### config.mk
export PLATFORM = sky130hd
export DESIGN_NAME = sigmoid_seq_flat
export DESIGN_NICKNAME = d
export VERILOG_FILES = /design/src/rtl/sigmoid_if.sv /design/src/rtl/sigmoid_seq.sv /design/src/flat_wrapper.sv
export SDC_FILE = /design/constraint.sdc
export NUM_CORES = 1
export LEC_CHECK = 0
export ABC_AREA = 0
export ABC_CLOCK_PERIOD_IN_PS = 15400
export CAP_MARGIN = 20
export CORE_MARGIN = 2
export CORE_UTILIZATION = 35
export CTS_BUF_LIST = sky130_fd_sc_hd__clkbuf_16
export DETAILED_ROUTE_END_ITERATION = 10
export GPL_ROUTABILITY_DRIVEN = 0
export SLEW_MARGIN = 20
export SYNTH_ARGS = -nofsm -noshare
export SYNTH_HDL_FRONTEND = slang
export SYNTH_SLANG_ARGS = --single-unit
### constraint.sdc
create_clock -name clk -period 15.4 [get_ports clk]
set_clock_uncertainty 0.2 [all_clocks]
set_input_delay 3.08 -clock clk [delete_from_list [all_inputs] [get_ports clk]]
set_output_delay 3.08 -clock clk [all_outputs]
set_load 0.01 [all_outputs]
### src/rtl/sigmoid_if.sv
// Handshake and coefficient-table bus between a sigmoid producer/consumer and sigmoid_seq.
// Ports: in_valid/in_ready/x_i (input sample), seg_o/c1_i/c2_i/c3_i (table lookup),
//        out_valid/out_ready/y_o (result). The slave modport is the evaluator side.
interface sigmoid_if;
  logic        in_valid;
  logic        in_ready;
  logic [15:0] x_i;
  logic [2:0]  seg_o;
  logic [15:0] c1_i;
  logic [15:0] c2_i;
  logic [15:0] c3_i;
  logic        out_valid;
  logic        out_ready;
  logic [15:0] y_o;

  modport slave (
    input  in_valid, x_i, c1_i, c2_i, c3_i, out_ready,
    output in_ready, seg_o, out_valid, y_o
  );

  modport master (
    output in_valid, x_i, c1_i, c2_i, c3_i, out_ready,
    input  in_ready, seg_o, out_valid, y_o
  );
endinterface

### src/rtl/sigmoid_seq.sv
// Piecewise sigmoid in Q8.8: y = c1 + c2*|x| + c3*|x|^2 per segment, mirrored for x < 0.
// Latency 4 cycles accept-to-out_valid; one sample in flight, next accept 6 cycles apart.
// Backpressure: result, out_valid and seg_o hold in OUT until out_ready; in_ready only in IDLE.
// Ports: clk/rst (async active-high); bus = sigmoid_if.slave (input handshake, segment
//        select to the external coefficient tables, coefficient inputs, output handshake).
module sigmoid_seq #(
  parameter int FRAC    = 8,
  parameter int SAT_SEG = 6
) (
  input logic      clk,
  input logic      rst,
  sigmoid_if.slave bus
);

  typedef enum logic [2:0] {IDLE, MSQ, MC2, MC3, SUM, OUT} state_t;

  state_t state, state_nxt;

  logic               neg;
  logic        [15:0] a;
  logic        [2:0]  seg;
  logic signed [15:0] a2;
  logic signed [15:0] c1, c2, c3;
  logic signed [17:0] p2, p3;
  logic        [15:0] y;

  logic               accept;
  logic        [15:0] x_abs;
  logic        [2:0]  x_seg;
  logic signed [15:0] mul_a, mul_b;
  logic signed [31:0] prod;
  logic signed [31:0] prod_sh;
  logic signed [17:0] s_raw;
  logic        [15:0] s_clamp;
  logic        [15:0] y_nxt;
  logic               unused_prod;

  assign bus.in_ready  = (state == IDLE) && !rst;
  assign bus.out_valid = (state == OUT);
  assign bus.seg_o     = seg;
  assign bus.y_o       = y;

  assign accept = bus.in_valid && bus.in_ready;

  // |x| saturates at 0x7FFF so that -128.0 lands in the saturated segment.
  always_comb begin
    x_abs = bus.x_i;
    if (bus.x_i[15]) x_abs = (bus.x_i == 16'h8000) ? 16'h7FFF : 16'(-bus.x_i);
  end

  assign x_seg = (x_abs[15:8] >= 8'(SAT_SEG)) ? 3'(SAT_SEG) : x_abs[10:8];

  // Single shared multiplier; operands are steered by the current state.
  always_comb begin
    mul_a = '0;
    mul_b = '0;
    case (state)
      MSQ: begin mul_a = a;  mul_b = a;  end
      MC2: begin mul_a = c2; mul_b = a;  end
      MC3: begin mul_a = c3; mul_b = a2; end
      default: ;
    endcase
  end

  assign prod    = mul_a * mul_b;
  assign prod_sh = prod >>> FRAC;  // floor division, i.e. rounds toward -inf

  // Only the low 18 bits of the shifted product are carried forward.
  assign unused_prod = ^prod_sh[31:18];

  // Overflow beyond 18 bits is excluded by the table design, so a plain wrap-around add suffices.
  assign s_raw = {{2{c1[15]}}, c1} + p2 + p3;

  always_comb begin
    s_clamp = s_raw[15:0];
    if (seg == 3'(SAT_SEG))      s_clamp = 16'h0100;
    else if (s_raw < 18'sd0)     s_clamp = 16'h0000;
    else if (s_raw > 18'sd256)   s_clamp = 16'h0100;
    y_nxt = neg ? (16'h0100 - s_clamp) : s_clamp;
  end

  always_comb begin
    state_nxt = state;
    case (state)
      IDLE:    if (accept) state_nxt = MSQ;
      MSQ:     state_nxt = MC2;
      MC2:     state_nxt = MC3;
      MC3:     state_nxt = SUM;
      SUM:     state_nxt = OUT;
      OUT:     if (bus.out_ready) state_nxt = IDLE;
      default: state_nxt = IDLE;
    endcase
  end

  always_ff @(posedge clk or posedge rst) begin
    if (rst) state <= IDLE;
    else     state <= state_nxt;
  end

  always_ff @(posedge clk or posedge rst) begin
    if (rst) begin
      neg <= 1'b0;
      a   <= '0;
      seg <= '0;
      a2  <= '0;
      c1  <= '0;
      c2  <= '0;
      c3  <= '0;
      p2  <= '0;
      p3  <= '0;
      y   <= '0;
    end else begin
      if (accept) begin
        neg <= bus.x_i[15];
        a   <= x_abs;
        seg <= x_seg;
      end
      // seg_o has been driven for a full cycle by the end of MSQ, so the tables have settled.
      if (state == MSQ) begin
        a2 <= prod_sh[15:0];
        c1 <= bus.c1_i;
        c2 <= bus.c2_i;
        c3 <= bus.c3_i;
      end
      if (state == MC2) p2 <= prod_sh[17:0];
      if (state == MC3) p3 <= prod_sh[17:0];
      if (state == SUM) y  <= y_nxt;
    end
  end

endmodule

### src/flat_wrapper.sv
// flat-port wrapper written by rule: the top's interface ports become plain ports
module sigmoid_seq_flat 
#(
  parameter int FRAC    = 8,
  parameter int SAT_SEG = 6
)
  (clk, rst, bus_in_valid, bus_x_i, bus_c1_i, bus_c2_i, bus_c3_i, bus_out_ready, bus_in_ready, bus_seg_o, bus_out_valid, bus_y_o);
  sigmoid_if bus_i ();
  input logic clk;
  input logic rst;
  input wire logic [$bits(bus_i.in_valid)-1:0] bus_in_valid;
  input wire logic [$bits(bus_i.x_i)-1:0] bus_x_i;
  input wire logic [$bits(bus_i.c1_i)-1:0] bus_c1_i;
  input wire logic [$bits(bus_i.c2_i)-1:0] bus_c2_i;
  input wire logic [$bits(bus_i.c3_i)-1:0] bus_c3_i;
  input wire logic [$bits(bus_i.out_ready)-1:0] bus_out_ready;
  output wire logic [$bits(bus_i.in_ready)-1:0] bus_in_ready;
  output wire logic [$bits(bus_i.seg_o)-1:0] bus_seg_o;
  output wire logic [$bits(bus_i.out_valid)-1:0] bus_out_valid;
  output wire logic [$bits(bus_i.y_o)-1:0] bus_y_o;
  assign bus_i.in_valid = bus_in_valid;
  assign bus_i.x_i = bus_x_i;
  assign bus_i.c1_i = bus_c1_i;
  assign bus_i.c2_i = bus_c2_i;
  assign bus_i.c3_i = bus_c3_i;
  assign bus_i.out_ready = bus_out_ready;
  assign bus_in_ready = bus_i.in_ready;
  assign bus_seg_o = bus_i.seg_o;
  assign bus_out_valid = bus_i.out_valid;
  assign bus_y_o = bus_i.y_o;
  sigmoid_seq #(.FRAC(FRAC), .SAT_SEG(SAT_SEG)) u_core (.clk(clk), .rst(rst), .bus(bus_i));
endmodule
==> results_dict.tcl <==
set metrics [dict create \
    area_delta_synth_final_pct 13.4 \
    antenna_found_initial 0 \
    ys_types 77 \
    vias 12500 \
    synth_cells 1822 \
    cap_violations 0 \
    io_buffers 88 \
    netlist_top_cells_area "fa_1 29%, dfrtp_1 22%, nand2_1 9.1%" \
    path_common_cell "fa_1" \
    io_pins 89 \
    synth_edf_count 0 \
    dp_hpwl_um 35900 \
    yosys_warnings 0 \
    synth_fp_nets 2206 \
    ys_seq_area_frac 0.220 \
    drt_iter0_drc 1044 \
    cts_tree "done" \
    viasPerCell 5.03 \
    drc_errors 0 \
    tightest_slew_ns 1.13 \
    start_kind "flop" \
    cts_buffer_depth 2 \
    fmax_ghz 0.106 \
    slew_violations 0 \
    cts_resized 0 \
    routedWlPerCell_um 17.8 \
    worst_ep_required_time_ns 15.50 \
    fin_crit_sh 0.612 \
    die_w_um 217 \
    rows 77 \
    grt_start_max_net_pins 81 \
    slowest_stage "dfrtp_1" \
    slowest_delay_ns 1.03 \
    relSlewSlack 0.245 \
    post_cts_buffers 0 \
    dr.pass1.iters 5 \
    worstPathMaxFanout 37 \
    cts_hold_buffers 0 \
    cp-end-kind "flop" \
    rsz0062_at_grt "no" \
    postSynth.asyncResetShare 1.00 \
    finalHoldViolations 0 \
    fin_setup_tns_ns 0 \
    cts.sinks 139 \
    final_antenna_net_count 0 \
    synth_seq_cells 139 \
    yosysMostFrequentCell "nand2_1" \
    clkSlewWorstSetupHoldPaths_ns 0.07 \
    worstSetupPathType "reg2reg" \
    final_core_util 0.404 \
    fin_crit_ns 9.42 \
    htree_num_levels 4 \
    grt_use_total 0.197 \
    grt_pass1_vias 13100 \
    layout.nets 2271 \
    avgSynthCellArea_um2 8.69 \
    synth-main-ff-cell "dfrtp_1" \
    fp.coreArea_mm2 0.0444 \
    antenna_cells 0 \
    critPathArrivalTime_ns 9.52 \
    synth_top_area_share 0.286 \
    status "finished clean" \
    yosysTopAreaCell "fa_1" \
    wl_um 44400 \
    min_path_type "reg2reg" \
    dieArea_mm2 0.0469 \
    ys_top_cells_by_count "382 x nand2_1, 281 x inv_1, 226 x fa_1" \
    initial_core_util 0.356 \
    clock_latency_ns 0.44 \
    synth_area_mm2 0.0158 \
    nFillCells 4447 \
    gr-total-overflow 0 \
    cts_inserted_buffers 17 \
    layout-drive-gt1-share 0.0516 \
    cts_root_buf "clkbuf_16" \
    die_h_um 217 \
    grt_pass1_wl_um 71700 \
    setup-violations-final 0 \
]
flip-flops by register name, indices dropped and copies added (netlist names), 3 cells and up:
register / count
u_core.a: 16
u_core.state: 3
u_core.bus.y_o: 16
u_core.p2: 18
u_core.c1: 16
u_core.c3: 16
u_core.c2: 16
u_core.a2: 16
u_core.p3: 18
u_core.bus.seg_o: 3
path summary, 6_finish.rpt:
path | slack, ns | startpoint | endpoint | cells after the start
hold reg to reg | 0.27 | u_core.c3[1] | u_core.c3[1] | 2
hold / removal | 0.27 | u_core.c3[1] | u_core.c3[1] | 2
max in group asynchronous | 10.88 | rst | u_core.p3[3] | 4
min in group asynchronous | 2.98 | rst | u_core.c2[6] | 2
setup / recovery | 5.98 | u_core.state[1] | u_core.p3[16] | 25
setup reg to reg | 5.98 | u_core.state[1] | u_core.p3[16] | 25
metal layers:
layer / wire length [um] / vias to the layer above / part of all wire / track usage
li1: - / 5885 / - / -
met1: 19500 / 6168 / 0.44 / 0.266
met2: 20300 / 415 / 0.46 / 0.313
met3: 3350 / 73 / 0.075 / 0.0458
met4: 1320 / 0 / 0.030 / 0.0644
met5: 0 / - / 0 / 0
cell type report:
cell class | count | area (um2) | share of cell area
inverter | 282 | 1060 | 0.0593
clock buffer | 17 | 425 | 0.0237
clock inverter | 14 | 131 | 0.00732
sequential | 139 | 3480 | 0.194
multi-input combinational | 1336 | 11000 | 0.615
timing repair buffer | 111 | 1070 | 0.0598
tap | 592 | 741 | 0.0413
layout by cell type, fill, tap and decap left out, types with 8 or more instances in the layout:
cell type / count
buf_4: 22
clkdlybuf4s50_1: 88
ha_1: 90
and2_1: 12
xor2_1: 27
a31oi_1: 19
mux2_2: 17
a22oi_1: 15
fa_1: 226
and3_1: 8
nand2b_1: 9
a21o_1: 13
clkbuf_16: 17
inv_1: 281
xnor2_1: 33
o21a_1: 9
dfrtp_1: 139
nand2_1: 382
nand3_1: 16
or3_1: 11
a22o_1: 14
or2_2: 9
o21ai_0: 76
a21oi_1: 42
a211oi_1: 8
nor2_1: 183
nor3_1: 17
kinds of logic (layout without fill, tap and decap cells):
group,count (synthesis),after routing,synth area share
simple gates,687,687,0.185
buf+inv,347,424,0.0833
fa+ha+maj,316,316,0.357
compound gates,252,252,0.107
flops,139,139,0.220
xor+xnor,60,60,0.0332
mux,21,21,0.0146
critical path: cells and delay by family, from the launching register on:
kind / cells / cell delay, ns
simple gates: 6 / 2.08
xor+xnor: 1 / 0.22
buf+inv: 5 / 0.55
fa+ha+maj: 7 / 3.46
compound gates: 6 / 1.71
flops: 1 / 1.03
stage by stage:
step | instances | cell area [um2] | setup WS (ns) | hold slack, ns
floorplan | 1822 | 15800 | 7.76 | 0.240
global placement | 2459 | 17400 | 6.05 | 0.258
detailed placement | 2459 | 17400 | 5.80 | 0.257
CTS | 2490 | 17900 | 5.78 | 0.274
global route | 2491 | 17900 | 5.38 | 0.299
finish | 2491 | 17900 | 5.98 | 0.272
Power is left out: the tool's default activity adds up to more than one toggle a clock period on the data nets, which glitch-free logic cannot reach.
